$ cat src/rtl/serv_alu_seq_if.sv
// ----------------------------------------------------------------------------
// serv_alu_seq_if
// Bundles every non-clock/reset signal of serv_alu_seq:
//   upstream  : i_valid / o_ready handshake, parallel operands i_rs1/i_rs2/i_imm
//   ALU side  : o_en, o_cnt0, serial operand bits o_rs1/o_rs2/o_imm,
//               serial result i_rd and compare i_cmp
//   downstream: o_valid / i_ready handshake, o_result, o_cmp
// Signal names are from the block's point of view (i_ = into the block).
// slave  : used by serv_alu_seq itself
// master : used by whatever drives and consumes the block
// ----------------------------------------------------------------------------
interface serv_alu_seq_if #(
  parameter int W = 32
);
  logic         i_valid;
  logic         o_ready;
  logic [W-1:0] i_rs1;
  logic [W-1:0] i_rs2;
  logic [W-1:0] i_imm;
  logic         o_en;
  logic         o_cnt0;
  logic         o_rs1;
  logic         o_rs2;
  logic         o_imm;
  logic         i_rd;
  logic         i_cmp;
  logic         o_valid;
  logic         i_ready;
  logic [W-1:0] o_result;
  logic         o_cmp;

  modport slave (
    input  i_valid, i_rs1, i_rs2, i_imm, i_rd, i_cmp, i_ready,
    output o_ready, o_en, o_cnt0, o_rs1, o_rs2, o_imm, o_valid, o_result, o_cmp
  );

  modport master (
    output i_valid, i_rs1, i_rs2, i_imm, i_rd, i_cmp, i_ready,
    input  o_ready, o_en, o_cnt0, o_rs1, o_rs2, o_imm, o_valid, o_result, o_cmp
  );
endinterface

$ cat src/rtl/serv_alu_seq.sv
// ----------------------------------------------------------------------------
// serv_alu_seq
// Parallel-to-serial front end and serial-to-parallel back end for a
// bit-serial ALU. An accepted operand triple is shifted out LSB-first over W
// cycles; the ALU's serial rd bits are collected into a parallel result and
// its compare output is captured on the last serial cycle.
//
// Ports
//   clk     : rising-edge clock
//   i_rst_n : asynchronous active-low reset
//   bus     : serv_alu_seq_if.slave (handshakes, operands, serial ALU link,
//             result)
//
// Timing: accept at edge E, W serial edges, o_valid high after edge E+W.
// One cycle in DONE (with i_ready high) plus one back in IDLE gives a minimum
// spacing of W+2 clocks between accepts.
// ----------------------------------------------------------------------------
module serv_alu_seq #(
  parameter int W = 32
) (
  input  logic          clk,
  input  logic          i_rst_n,
  serv_alu_seq_if.slave bus
);

  localparam int CW = $clog2(W);
  localparam logic [CW-1:0] CNT_LAST = CW'(W - 1);

  typedef enum logic [1:0] {
    IDLE = 2'd0,
    RUN  = 2'd1,
    DONE = 2'd2
  } state_t;

  state_t        state;
  state_t        state_next;
  logic [CW-1:0] cnt;
  logic [W-1:0]  rs1_sr;
  logic [W-1:0]  rs2_sr;
  logic [W-1:0]  imm_sr;
  logic [W-1:0]  result_q;
  logic          cmp_q;

  logic accept;
  logic running;
  logic last;

  assign accept  = bus.i_valid && (state == IDLE);
  assign running = (state == RUN);
  assign last    = running && (cnt == CNT_LAST);

  // --------------------------------------------------------------------------
  // State register
  // --------------------------------------------------------------------------
  // NOTE: clocked state uses non-blocking assignment so every register samples
  // pre-edge values regardless of process ordering.
  always_ff @(posedge clk or negedge i_rst_n) begin
    if (!i_rst_n) state <= IDLE;
    else          state <= state_next;
  end

  // --------------------------------------------------------------------------
  // Next-state logic
  // --------------------------------------------------------------------------
  // NOTE: default assigned first so no path through the case leaves
  // state_next unassigned (which would infer a latch).
  always_comb begin
    state_next = state;
    unique case (state)
      IDLE:    if (bus.i_valid) state_next = RUN;
      RUN:     if (cnt == CNT_LAST) state_next = DONE;
      DONE:    if (bus.i_ready) state_next = IDLE;
      default: state_next = IDLE;
    endcase
  end

  // --------------------------------------------------------------------------
  // Datapath: counter, operand shifters, result collector, compare capture
  // --------------------------------------------------------------------------
  // NOTE: all datapath registers are reset so an operation aborted by reset
  // leaves no stale operand or result bits behind.
  always_ff @(posedge clk or negedge i_rst_n) begin
    if (!i_rst_n) begin
      cnt      <= '0;
      rs1_sr   <= '0;
      rs2_sr   <= '0;
      imm_sr   <= '0;
      result_q <= '0;
      cmp_q    <= 1'b0;
    end else if (accept) begin
      cnt    <= '0;
      rs1_sr <= bus.i_rs1;
      rs2_sr <= bus.i_rs2;
      imm_sr <= bus.i_imm;
    end else if (running) begin
      // cnt wraps naturally from W-1 to 0 because W is a power of two.
      cnt      <= cnt + 1'b1;
      rs1_sr   <= {1'b0, rs1_sr[W-1:1]};
      rs2_sr   <= {1'b0, rs2_sr[W-1:1]};
      imm_sr   <= {1'b0, imm_sr[W-1:1]};
      // Bit sampled on serial cycle k ends up at position k after W shifts.
      result_q <= {bus.i_rd, result_q[W-1:1]};
      if (last) cmp_q <= bus.i_cmp;
    end
  end

  // --------------------------------------------------------------------------
  // Outputs: all decoded from registered state only, so neither handshake
  // output depends combinationally on the opposite handshake input.
  // --------------------------------------------------------------------------
  assign bus.o_ready  = (state == IDLE);
  assign bus.o_valid  = (state == DONE);
  assign bus.o_en     = running;
  assign bus.o_cnt0   = running && (cnt == '0);
  assign bus.o_rs1    = running && rs1_sr[0];
  assign bus.o_rs2    = running && rs2_sr[0];
  assign bus.o_imm    = running && imm_sr[0];
  assign bus.o_result = result_q;
  assign bus.o_cmp    = cmp_q;

endmodule

$ cat src/flat_wrapper.sv
// flat-port wrapper written by rule: the top's interface ports become plain ports
module serv_alu_seq_flat 
#(
  parameter int W = 32
)
  (clk, i_rst_n, bus_i_valid, bus_i_rs1, bus_i_rs2, bus_i_imm, bus_i_rd, bus_i_cmp, bus_i_ready, bus_o_ready, bus_o_en, bus_o_cnt0, bus_o_rs1, bus_o_rs2, bus_o_imm, bus_o_valid, bus_o_result, bus_o_cmp);
  serv_alu_seq_if #(.W(W)) bus_i ();
  input  logic clk;
  input  logic i_rst_n;
  input wire logic [$bits(bus_i.i_valid)-1:0] bus_i_valid;
  input wire logic [$bits(bus_i.i_rs1)-1:0] bus_i_rs1;
  input wire logic [$bits(bus_i.i_rs2)-1:0] bus_i_rs2;
  input wire logic [$bits(bus_i.i_imm)-1:0] bus_i_imm;
  input wire logic [$bits(bus_i.i_rd)-1:0] bus_i_rd;
  input wire logic [$bits(bus_i.i_cmp)-1:0] bus_i_cmp;
  input wire logic [$bits(bus_i.i_ready)-1:0] bus_i_ready;
  output wire logic [$bits(bus_i.o_ready)-1:0] bus_o_ready;
  output wire logic [$bits(bus_i.o_en)-1:0] bus_o_en;
  output wire logic [$bits(bus_i.o_cnt0)-1:0] bus_o_cnt0;
  output wire logic [$bits(bus_i.o_rs1)-1:0] bus_o_rs1;
  output wire logic [$bits(bus_i.o_rs2)-1:0] bus_o_rs2;
  output wire logic [$bits(bus_i.o_imm)-1:0] bus_o_imm;
  output wire logic [$bits(bus_i.o_valid)-1:0] bus_o_valid;
  output wire logic [$bits(bus_i.o_result)-1:0] bus_o_result;
  output wire logic [$bits(bus_i.o_cmp)-1:0] bus_o_cmp;
  assign bus_i.i_valid = bus_i_valid;
  assign bus_i.i_rs1 = bus_i_rs1;
  assign bus_i.i_rs2 = bus_i_rs2;
  assign bus_i.i_imm = bus_i_imm;
  assign bus_i.i_rd = bus_i_rd;
  assign bus_i.i_cmp = bus_i_cmp;
  assign bus_i.i_ready = bus_i_ready;
  assign bus_o_ready = bus_i.o_ready;
  assign bus_o_en = bus_i.o_en;
  assign bus_o_cnt0 = bus_i.o_cnt0;
  assign bus_o_rs1 = bus_i.o_rs1;
  assign bus_o_rs2 = bus_i.o_rs2;
  assign bus_o_imm = bus_i.o_imm;
  assign bus_o_valid = bus_i.o_valid;
  assign bus_o_result = bus_i.o_result;
  assign bus_o_cmp = bus_i.o_cmp;
  serv_alu_seq #(.W(W)) u_core (.clk(clk), .i_rst_n(i_rst_n), .bus(bus_i));
endmodule
$ cat config.mk
export PLATFORM = sky130hd
export DESIGN_NAME = serv_alu_seq_flat
export DESIGN_NICKNAME = d
export VERILOG_FILES = /design/src/rtl/serv_alu_seq_if.sv /design/src/rtl/serv_alu_seq.sv /design/src/flat_wrapper.sv
export SDC_FILE = /design/constraint.sdc
export NUM_CORES = 1
export LEC_CHECK = 0
export BUFFER_PORTS_ARGS = -buffer_cell sky130_fd_sc_hd__buf_2
export CORE_MARGIN = 4
export CORE_UTILIZATION = 49
export CTS_BUF_LIST = sky130_fd_sc_hd__clkbuf_4 sky130_fd_sc_hd__clkbuf_8 sky130_fd_sc_hd__clkbuf_16
export DETAILED_ROUTE_END_ITERATION = 8
export GPL_TIMING_DRIVEN = 0
export PLACE_DENSITY = 0.77
export SYNTH_ARGS = -nofsm -noshare
export SYNTH_HDL_FRONTEND = slang
export SYNTH_SLANG_ARGS = --single-unit
$ cat constraint.sdc
create_clock -name clk -period 1.32 [get_ports clk]
set_input_delay 0.132 -clock clk [delete_from_list [all_inputs] [get_ports clk]]
set_output_delay 0.132 -clock clk [all_outputs]
set_load 0.005 [all_outputs]
Word level (Yosys, flattened, before mapping)

Index checks and enable logic that the tools add are counted.

Bits of input ports: 102
Logic and storage cells: 39
Output and inout port bits: 40
Register bits: 136

Multiplexer cells: 12
Bitwise operators: 1
Eq/ne operators: 6
Reductions and logical operators: 12
$add $sub $neg: 1

Operators by type and width:

| operator                                            | number |
|---|---|
| two-way mux 32 bit                                  | 6 |
| two-way mux 5 bit                                   | 2 |
| logical AND 1 bit                                   | 6 |
| two-way mux 2 bit                                   | 3 |
| != test 2 bit, second input constant                | 3 |
| one-hot mux 2 bit (3 select lines)                  | 1 |
| AND reduction 3 bit                                 | 2 |
| adder 5 x 1 -> 5 bit, second input constant         | 1 |
| equality test 5 bit, second input constant          | 1 |
| logical NOT 5 bit                                   | 1 |
| equality test 2 x 1 -> 1 bit, second input constant | 1 |
| equality test 2 bit, second input constant          | 1 |
| logical NOT 2 bit                                   | 1 |
| AND reduction 2 bit                                 | 1 |
| nonzero test 2 bit                                  | 1 |
| NOT 1 bit                                           | 1 |

Longest topological paths before layout

Gate-level depths: netlist of the first run.

Depth after elaboration: 4
Depth in mapped cells: 7
Mapped depth without buffers: 5

Worst setup path after synthesis of the first run

OpenSTA, ideal clock, no wires.

Kind: register to register
From: register u_core.cnt[0]
To: register u_core.cmp_q, in the netlist u_core.bus.o_cmp
Arrival time: 1316 ps
Path buffers: 0
Clock period less this slack: 1441 ps
Stages on the path, launching flop included: 6
Library setup time: 125 ps
Slack: -121 ps
Data required time: 1195 ps
Path through: dfrtp_1 ha_1 and3_1 ha_1 nand2_1 mux2_2

Longest elaborated chain between the ends: 3

RTL lines:

| item                          | RTL line            | text |
|---|---|---|
| start, declared               | serv_alu_seq.sv:37  | `logic [CW-1:0] cnt;` |
| start signal, assigned        | serv_alu_seq.sv:97  | `cnt <= cnt + 1'b1;` |
| equality test 5 bit           | serv_alu_seq.sv:50  | `assign last = running && (cnt == CNT_LAST);` |
| logical AND 1 bit             | serv_alu_seq.sv:50  |  |
| AND reduction 3 bit (no line) | -                   |  |
| end signal, assigned          | serv_alu_seq.sv:103 | `if (last) cmp_q <= bus.i_cmp;` |
| end, declared                 | serv_alu_seq.sv:42  | `logic cmp_q;` |

No other way between the ends.
A chain may end at the register's enable or synchronous reset.

Worst setup path after layout of the first run

From: register u_core.state[1]
To: output bus_o_rs1

Longest elaborated chain between the ends: 2

RTL lines:

| item                         | RTL line            | text |
|---|---|---|
| start, declared              | serv_alu_seq.sv:35  | `state_t state;` |
| start signal, assigned       | serv_alu_seq.sv:59  | `else state <= state_next;` |
| equality test 2 x 1 -> 1 bit | serv_alu_seq.sv:49  | `assign running = (state == RUN);` |
| logical AND 1 bit            | serv_alu_seq.sv:115 | `assign bus.o_rs1 = running && rs1_sr[0];` |
| end, declared                | flat_wrapper.sv:20  | `output wire logic [$bits(bus_i.o_rs1)-1:0] bus_o_rs1;` |

No other way between the ends.

==> results of run 1 <==
## cell families (layout without fill, tap and decap cells)
family | after synthesis | after routing | synth area share, %
and+or+nand+nor | 402 | 402 | 25.7
AOI/OAI and AO/OA | 98 | 98 | 10.2
DFF | 136 | 136 | 56.1
buffers and inverters | 54 | 330 | 7.02
muxes | 2 | 2 | 0.351
adders and majority gates | 3 | 3 | 0.619
## worst max-delay path: stages (launching register included)
cell	delay (ns)
dfrtp_1	0.38
nand2b_4	0.20
inv_8	0.07
buf_8	0.10
buf_8	0.11
and2_4	0.14
buf_6	0.09
## final cells by class
type / instances / area, um^2 / share of cell area, %
plain buffers: 48 / 493 / 5.40
clock buffers: 19 / 453 / 4.96
clock inverters: 13 / 224 / 2.45
inverters: 4 / 22.5 / 0.247
multi-input cells: 505 / 2530 / 27.7
flip-flops and latches: 136 / 3400 / 37.3
well taps: 168 / 210 / 2.30
repair buffers: 246 / 1800 / 19.7
## cells in the final DEF (no fill, tap or decap), drive strengths merged, types with 4 or more instances in the layout
cell / Yosys / layout
nand2: 290 / 290
buf: 45 / 201
dfrtp: 136 / 136
nor2: 91 / 91
a31oi: 90 / 90
dlygate4sd3: 0 / 87
clkbuf: 5 / 25
nand3: 9 / 9
bufinv: 0 / 6
clkinv: 0 / 5
inv: 4 / 4
o21ai: 4 / 4
## power by group through the flow
stage | logic [mW] | clock network [mW] | registers, mW
CTS | 7.27 | 5.45 | 7.32
finish | 7.49 | 5.40 | 7.39
global placement | 5.90 | 0 | 7.29
detailed placement | 6.11 | 0 | 7.29
global route | 8.30 | 5.66 | 7.59
floorplan | 4.23 | 0 | 7.14
## worst paths after layout
check | startpoint | end | slack [ns] | cells after the start
worst max register to register | u_core.state[0]$_DFFE_PN0P_ | u_core.rs1_sr[27]$_DFFE_PN0P_ | -0.32 | 6
max in group asynchronous | i_rst_n | u_core.rs2_sr[7]$_DFFE_PN0P_ | 0.29 | 3
worst min register to register | u_core.bus.o_result[21]$_DFFE_PN0P_ | u_core.bus.o_result[20]$_DFFE_PN0P_ | 0.49 | 2
worst max-delay path | u_core.state[1]$_DFFE_PN0P_ | bus_o_rs1 | -0.32 | 6
min in group asynchronous | i_rst_n | u_core.imm_sr[17]$_DFFE_PN0P_ | 0.26 | 2
worst min-delay path | bus_i_rs1[18] | u_core.rs1_sr[18]$_DFFE_PN0P_ | 0.008 | 3
## through the flow
step / area (um^2) / hold slack, ns / setup TNS (ns) / utilization (%)
global route: 9140 / 0.0116 / -36.87 / 75.7
finish: 9140 / 0.00800 / -30.37 / 75.7
CTS: 9020 / 0.000000333 / -26.37 / 74.8
detailed placement: 7070 / 0.149 / -20.44 / 58.6
global placement: 7040 / 0.332 / -257.41 / 58.4
floorplan: 6120 / -0.164 / -1.00 / -
## sequential cells by signal (all words and copies together), names as in the netlist
register             cells
u_core.rs1_sr           32
u_core.bus.o_cmp         1
u_core.state             2
u_core.bus.o_result     32
u_core.rs2_sr           32
u_core.imm_sr           32
u_core.cnt               5
## layer usage
layer  wire length (um)  vias up  share of wire, %  GRT usage [%]
li1                   -     2802                 -              -
met1               7490     2824                42           31.6
met2               8790      218                49           40.7
met3               1190       28               6.7           6.89
met4                329        0               1.8           8.83
met5                  0        -                 0              0
## timing repair
action | in CTS | in global routing
endpoints found under the hold margin | 145 | 0
endpoints found under the setup margin | 141 | 142
resized for setup | 78 | 34
hold buffers | 87 | 0
setup buffers | 13 | 6
pin swaps | 5 | 1
cloned | 1 | 1
==> reports/results.ini, run 1 <==
[logic_synthesis]
netlist_top_cells_area=dfrtp_1, nand2_1, a31oi_1, nor2_1, buf_6
ys_ff_latch=136
synth_top_cell_by_area=dfrtp_1
synth_ff_type=dfrtp_1
synth.avg_cell_area_um2=8.72
synthArstFlopShare_pct=100
syn_area_um2=6060
synth_cell_type_count=26
synth_top_area_share_pct=56.1
syn_nets=800
yosys_warnings=0
synth_cells=695
synth_most_common_cell=nand2_1
yosysSeqAreaShare_pct=56.1
synthTopCellsByCount=nand2_1, dfrtp_1, nor2_1, a31oi_1, buf_6
synth-edff-count=0

[grt]
grt_pass1_vias=5794
grt_max_degree=78
grt_overflow_total=0
antenna_found_initial=0
grt_pass1_wl_um=28200
track_usage_pct=24.8

[power_and_ir_drop]
leakage_nw=4.47
power_density_nw_per_um2=2220
power.internal_mw=13.3
seq_power_share_pct=36.5
p_switching_mw=6.93
peakVddDrop_uv=1390
clockPowerShare_pct=26.6
power_mw=20.3
netSwitchingFraction_pct=34.2
power_frac_comb_pct=36.9

[die]
start_util_pct=50.3
die_area_um2=14200
core_um2=12100
die_x_um=119
fp.dieH_um=119
rows=40
ios=142

[sta]
period_needed_ns=1.64
min_period_over_period_pct=124
setup_violations=141
slew_headroom_pct=61.8
grt_setup_unrepaired=true
fmax_mhz=609
hold_viol=0
worst_pin_slew_ns=0.573
slew_viol_final=0
fin_ws_ns=-0.321
clock_skew_ns=0.00562

[placed_design]
hpwlAfterDp_um=10100
place_inst=1005
place_congestion=0.783
port_buffers=141
pre_cts_slack_ns=-0.348

[critical_path]
arrival_ns=1.51
start_kind=flop
worstPathRequired_ns=1.19
critPathKind=reg2out
end_kind=output pin
cp_max_fo=6

[cts]
cts_buffers=17
cts_sinks=136
path_clk_slew_ns=0.06
cts_buffer_depth=2
cts_tree=yes
root_buffer=clkbuf_16
clock_latency_ns=0.42
htree_levels=4

[cells_and_area]
nets=1063
syn_to_final_growth_pct=50.7
n_antenna_cell=0
fin_cells=1139
drive_above_1_share_pct=31.5
nFillCells=800

[routing]
dr.pass1.iters=5
drtIter0Drc=502
post_drt_wl_per_cell_um=15.6
drtAntennaViolNets=0
vias=5872
drc=0
via_per_inst=5.16
routed_wirelength_um=17800

[min_path]
holdCritPathClass=in2reg

[status]
violations=negative setup slack
status=finished with violations

[job]
maxCapViolations=0

(Power assumes the default switching activity.)
==> run 2: changes to the inputs <==
--- a/config.mk
+++ b/config.mk
@@ -6,7 +6,6 @@
 export NUM_CORES = 1
 export LEC_CHECK = 0
 export BUFFER_PORTS_ARGS = -buffer_cell sky130_fd_sc_hd__buf_2
-export CORE_MARGIN = 4
 export CORE_UTILIZATION = 49
 export CTS_BUF_LIST = sky130_fd_sc_hd__clkbuf_4 sky130_fd_sc_hd__clkbuf_8 sky130_fd_sc_hd__clkbuf_16
 export DETAILED_ROUTE_END_ITERATION = 8
==> run 2 against run 1 <==
The run ends with negative hold slack, negative setup slack left; sequential cell count is the same; first-iteration DRC count up 8.6%; register-to-register slack worse by 0.13 ns; die area is 9.8% lower; routed wire length rose by 17%; sequential power up 2%; largest cell class unchanged; non-clock buffer count increased by 10; combinational power rose by 16%; highest routed layer unchanged; worst setup slack worse by 0.13 ns; largest power group unchanged; global-route usage up 3.6 points.
==> reports/results.ini, run 2 (synthesis gave the netlist of run 1 again) <==
[critical_path]
crit_buf_inv=3  ; -1
critPathSlowestCell=or3b_4
critPathKind=reg2reg
worstPathRequired_ns=1.61  ; +0.42 ns
r2r-end=u_core.rs2_sr[10]$_DFFE_PN0P_
critical-path-top-delay-family=simple AND/OR/NAND/NOR gates
cp_max_fo=9  ; +3
start_kind=flop
end_kind=flop
r2r_setup_slack_ns=-0.45  ; -0.13 ns
critical_path.max_stage_delay_ns=0.48  ; +0.10 ns
crit_chain=buf_6 > or3b_4 > buf_16 > clkbuf_16 > nor2_2 > a31oi_1
rr_worst_depth=6  ; unchanged
r2r_start=u_core.state[0]$_DFFE_PN0P_
arrival_ns=2.07  ; +0.56 ns

[cells_and_area]
drive_above_1_share_pct=39.3  ; +7.8 points
nets=1073  ; +0.94%
final_common_cell=nand2_1
design_area_um2=9790  ; +7.1%
syn_to_final_growth_pct=61.4
final_cell_mix=nand2_1, buf_2, dfrtp_1
nFillCells=681  ; -15%

[die]
rows=40  ; unchanged
start_util_pct=50.3  ; unchanged
ios=142  ; unchanged
fp.dieH_um=113  ; -5.0%
die_x_um=113  ; -5.0%
core_um2=12100  ; unchanged
die_area_um2=12800  ; -9.8%

[power_and_ir_drop]
peakVddDrop_uv=1200  ; -13%
power_mw=20.6  ; +1.7%
leakage_nw=4.62  ; +3.2%
power_density_nw_per_um2=2110  ; -5.0%

[sta]
setup_violations=118  ; -16%
tns_ns=-40.64  ; -10.27 ns
hold_viol=2  ; +2
fmax_mhz=565  ; -7.3%
slew_viol_final=0  ; unchanged
clock_skew_ns=0.0104  ; +0.00474 ns
slew_headroom_pct=65.8  ; +4.0 points
fin_ws_ns=-0.451  ; -0.130 ns
worst_pin_slew_ns=0.514  ; -0.0594 ns
grt_setup_unrepaired=true
period_needed_ns=1.77  ; +0.130 ns
min_period_over_period_pct=134  ; +9.8 points
holdWs_ns=-0.00216  ; -0.0102 ns

[grt]
track_usage_pct=28.4  ; +3.6 points
antenna_found_initial=0  ; unchanged
grt_pass1_wl_um=28100  ; -0.22%
grt_max_degree=86  ; +10%
grt_overflow_total=0  ; unchanged
grt_pass1_vias=5862  ; +1.2%

[job]
maxCapViolations=0  ; unchanged

[cts]
root_buffer=clkbuf_16
cts_buffer_depth=2  ; unchanged
htree_levels=4  ; unchanged
cts_tree=yes
cts_buffers=17  ; unchanged
clock_latency_ns=0.42  ; about the same
cts_sinks=136  ; unchanged
path_clk_slew_ns=0.06  ; about the same

[min_path]
min-delay-start=bus_i_rs1[18]
hold_path_depth=3  ; unchanged
min_to=u_core.rs1_sr[18]$_DFFE_PN0P_
holdCritPathClass=in2reg

[routing]
via_per_inst=5.49  ; +6.4%
drc=0  ; unchanged
routed_wirelength_um=20800  ; +17%
drtIter0Drc=545  ; +8.6%
vias=6287  ; +7.1%
dr.pass1.iters=5  ; unchanged
drtAntennaViolNets=0  ; unchanged
post_drt_wl_per_cell_um=18.2  ; +16%

[placed_design]
hpwlAfterDp_um=9800  ; -2.7%
port_buffers=141  ; unchanged
place_congestion=0.771  ; -1.5%
post_dp_cell_area_um2=7070  ; unchanged

[status]
violations=negative hold slack, negative setup slack
status=finished with violations

-- run 2: cell types whose count changed in the layout (fill, tap and decap cells not counted), sizes merged --
cell,delta
dlygate4sd3,-5
clkbuf,+10
clkinvlp,-2
bufinv,-5
diode,+1
clkinv,-1
buf,+9
-- run 2: repair_timing --
action | 4_1_cts | 5_1_grt
endpoints found under the setup margin | 141 | 142
hold buffers | 80 | 2
resized for setup | 77 | 185
cloned | 3 | 7
endpoints found under the hold margin | 130 | 2
pin swaps | 5 | 7
buffers inserted | 15 | 10
-- run 2: report_power, final --
group          internal [mW]  total, mW  switching (mW)
Clock                   2.71       4.39            1.68
Combinational           4.15       8.71            4.57
Sequential              6.17       7.53            1.35
-- run 2: worst max-delay path by stage --
stage,start,endpoint,slack (ns),depth (start not counted)
after floorplan,u_core.cnt[0]$_DFFE_PN0P_,u_core.bus.o_cmp$_DFFE_PN0P_,-0.03,5
after global placement,i_rst_n,u_core.rs2_sr[7]$_DFFE_PN0P_,-1.76,1
after detailed placement,u_core.state[0]$_DFFE_PN0P_,u_core.imm_sr[0]$_DFFE_PN0P_,-0.33,3
after CTS,u_core.state[0]$_DFFE_PN0P_,bus_o_rs2,-0.38,7
after global routing,u_core.state[0]$_DFFE_PN0P_,u_core.imm_sr[10]$_DFFE_PN0P_,-0.45,5
final,u_core.state[0]$_DFFE_PN0P_,u_core.rs2_sr[10]$_DFFE_PN0P_,-0.45,6
-- run 2: tightest hold or removal path, cell delays in order --
cell,delay (ns)
buf_2,0.11
nor2_2,0.09
a31oi_1,0.04
-- run 2: stage by stage --
| step | hold slack, ns | worst slack (ns) | util (%) | std cells |
|---|---|---|---|---|
| after global placement | 0.325 | -1.76 | 58.4 | 1004 |
| after floorplan | -0.164 | -0.0331 | - | 695 |
| after global routing | 0.000492 | -0.452 | 81.1 | 1145 |
| after detailed placement | 0.115 | -0.331 | 58.6 | 1005 |
| after CTS | 0.0000315 | -0.380 | 73.5 | 1131 |
| final | -0.00216 | -0.451 | 81.1 | 1146 |
-- run 2: layer usage --
metal,GRT usage (%),routed length [um],vias up
li1,-,-,2827
met1,36.5,8200,3062
met2,45.0,10400,307
met3,6.53,1280,91
met4,14.8,922,0
met5,0,0,-
-- run 2: layout make-up --
class	count	area, um^2	area share, %
well taps	168	210	2.15
repair buffers	256	2060	21.0
inverters	4	22.5	0.230
diodes	1	2.50	0.0256
flip-flops and latches	136	3400	34.8
multi-input cells	505	2980	30.4
clock inverters	5	50.0	0.511
clock buffers	23	483	4.94
plain buffers	48	582	5.95
==> run 3: changes to the inputs <==
--- a/config.mk
+++ b/config.mk
@@ -11,6 +11,7 @@
 export DETAILED_ROUTE_END_ITERATION = 8
 export GPL_TIMING_DRIVEN = 0
 export PLACE_DENSITY = 0.77
+export SKIP_LAST_GASP = 1
 export SYNTH_ARGS = -nofsm -noshare
 export SYNTH_HDL_FRONTEND = slang
 export SYNTH_SLANG_ARGS = --single-unit
==> run 3 against run 2 <==
The flow still finishes with violations (negative hold slack, negative setup slack); cell area fell by 2.1%; critical path depth did not move; utilization fell by 1.7 points; highest routed layer unchanged.
==> reports/results.ini, run 3 (synthesis gave the netlist of run 1 again) <==
[routing]
drtIter0Drc=502  ; -7.9%
post_drt_wl_per_cell_um=18.0  ; -1.2%
routed_wirelength_um=20600  ; -1.3%
vias=6248  ; -0.62%
drc=0  ; unchanged
dr.pass1.iters=6  ; +1
via_per_inst=5.46  ; -0.53%
drtAntennaViolNets=0  ; unchanged

[job]
maxCapViolations=0  ; unchanged

[cells_and_area]
syn_to_final_growth_pct=58.0
final_util_pct=79.4  ; -1.7 points
nets=1072  ; -0.093%
nFillCells=706  ; +3.7%
final_common_cell=nand2_1
fin_cells=1145  ; -0.087%
final_cell_mix=nand2_1, buf_2, dfrtp_1
drive_above_1_share_pct=37.2  ; -2.1 points

[sta]
period_needed_ns=1.79  ; +0.0143 ns
grt_setup_unrepaired=true
holdWs_ns=-0.00195  ; +0.000210 ns
clock_skew_ns=0.00758  ; -0.00277 ns
setup_violations=119  ; +0.85%
worst_pin_slew_ns=0.531  ; +0.0176 ns
min_period_over_period_pct=135  ; +1.1 points
slew_headroom_pct=64.6  ; -1.2 points
slew_viol_final=0  ; unchanged
fmax_mhz=560  ; -0.80%
fin_ws_ns=-0.465  ; -0.0143 ns
hold_viol=1  ; -1

[cts]
cts_buffer_depth=2  ; unchanged
path_clk_slew_ns=0.06  ; about the same
clock_latency_ns=0.42  ; about the same
cts_buffers=17  ; unchanged
cts_tree=yes
htree_levels=4  ; unchanged
root_buffer=clkbuf_16
cts_sinks=136  ; unchanged

[power_and_ir_drop]
power_density_nw_per_um2=2140  ; +1.3%
leakage_nw=4.61  ; -0.15%
peakVddDrop_uv=1200  ; about the same

[critical_path]
r2r_start=u_core.state[0]$_DFFE_PN0P_
critPathKind=reg2reg
worstSetupStartpoint=u_core.state[0]$_DFFE_PN0P_
critPathSlowestCell=or3b_4
critical_path.max_stage_delay_ns=0.49  ; about the same
cp_max_fo=10  ; +1
r2r_setup_slack_ns=-0.47  ; about the same
crit_top_cell=buf_12
rr_worst_depth=6  ; unchanged
start_kind=flop
end_kind=flop
r2r-end=u_core.imm_sr[8]$_DFFE_PN0P_
crit_chain=buf_6 > or3b_4 > buf_12 > buf_12 > nor2_1 > a31oi_1
worstPathRequired_ns=1.61  ; about the same
arrival_ns=2.08  ; about the same

[grt]
grt_overflow_total=0  ; unchanged
grt_pass1_vias=5874  ; +0.20%
antenna_found_initial=1  ; +1
track_usage_pct=28.2  ; -0.18 points
grt_max_degree=86  ; unchanged
grt_pass1_wl_um=27900  ; -0.64%

[die]
rows=40  ; unchanged
start_util_pct=50.3  ; unchanged
die_x_um=113  ; unchanged
core_um2=12100  ; unchanged
die_area_um2=12800  ; unchanged
fp.dieH_um=113  ; unchanged
ios=142  ; unchanged

[placed_design]
port_buffers=141  ; unchanged
place_inst=1005  ; unchanged
place_congestion=0.771  ; unchanged
hpwlAfterDp_um=9800  ; unchanged
pre_cts_slack_ns=-0.331  ; unchanged

[status]
violations=negative hold slack, negative setup slack
status=finished with violations

[min_path]
hold_path_depth=3  ; unchanged
holdCritPathClass=in2reg
min-delay-start=bus_i_rs1[18]
min_to=u_core.rs1_sr[18]$_DFFE_PN0P_

-- run 3: changes by cell type in the layout (fill, tap and decap cells not counted) --
cell	before	now
a31oi_1	83	85
a31oi_2	7	5
buf_2	144	145
buf_4	15	18
buf_6	27	23
clkbuf_16	24	25
dlygate4sd3_1	82	80
nand2_1	279	281
nand2_2	9	7
nor2_1	0	17
nor2_2	37	46
nor2_4	54	28
o21ai_0	1	2
o21ai_2	2	1
-- run 3: critical path, delay by kind of cell (launching register included) --
kind	cells	cell delay (ns)
AND/OR/NAND/NOR	2	0.65
AO/OA/AOI/OAI	1	0.08
buffers and inverters	3	0.50
flip-flops	1	0.43
-- run 3: layer usage --
metal  track usage (%)  up-vias  wire, um
met5                 0        -         0
met4              15.3        0       984
met3              7.02       93      1380
met2              44.6      319     10200
met1              35.8     3026      7980
li1                  -     2810         -
-- run 3: timing repair --
| item | CTS | global route |
|---|---|---|
| endpoints found under the hold margin | 129 | 1 |
| gates resized for setup | 73 | 136 |
| gates cloned | 3 | 8 |
| setup endpoints to repair | 141 | 142 |
| hold buffers | 79 | 1 |
| pin swaps | 5 | 7 |
| buffers inserted | 15 | 10 |
-- run 3: layout make-up --
type | count | area (um^2) | area share (%)
Antenna cell | 1 | 2.50 | 0.0261
Tap cell | 168 | 210 | 2.19
Buffer | 48 | 582 | 6.07
Timing Repair Buffer | 255 | 2040 | 21.3
Inverter | 4 | 22.5 | 0.235
Sequential cell | 136 | 3400 | 35.5
Clock inverter | 5 | 50.0 | 0.522
Multi-Input combinational cell | 505 | 2780 | 29.0
Clock buffer | 23 | 483 | 5.04
-- run 3: worst max path at each step --
stage                              endpoint  slack (ns)  depth (start not counted)
2_1_floorplan  u_core.bus.o_cmp$_DFFE_PN0P_       -0.03                          5
3_3_place_gp   u_core.rs2_sr[7]$_DFFE_PN0P_       -1.76                          1
3_5_place_dp   u_core.imm_sr[0]$_DFFE_PN0P_       -0.33                          3
4_1_cts                           bus_o_rs2       -0.38                          7
5_1_grt        u_core.imm_sr[8]$_DFFE_PN0P_       -0.47                          6
6_report       u_core.imm_sr[8]$_DFFE_PN0P_       -0.47                          6
-- run 3: through the flow --
step	cell area, um^2	power, mW	hold slack, ns	TNS [ns]
finish	9580	20.5	-0.00195	-38.75
global placement	7040	13.2	0.325	-256.49
floorplan	6120	11.4	-0.164	-1.00
detailed placement	7070	13.4	0.115	-19.71
global route	9580	21.6	-0.00136	-41.67
CTS	8840	19.0	0.0000350	-32.18
-- run 3: power breakdown --
| group | switching, mW | internal, mW |
|---|---|---|
| Combinational | 4.46 | 4.06 |
| Sequential | 1.35 | 6.17 |
| Clock | 1.70 | 2.71 |
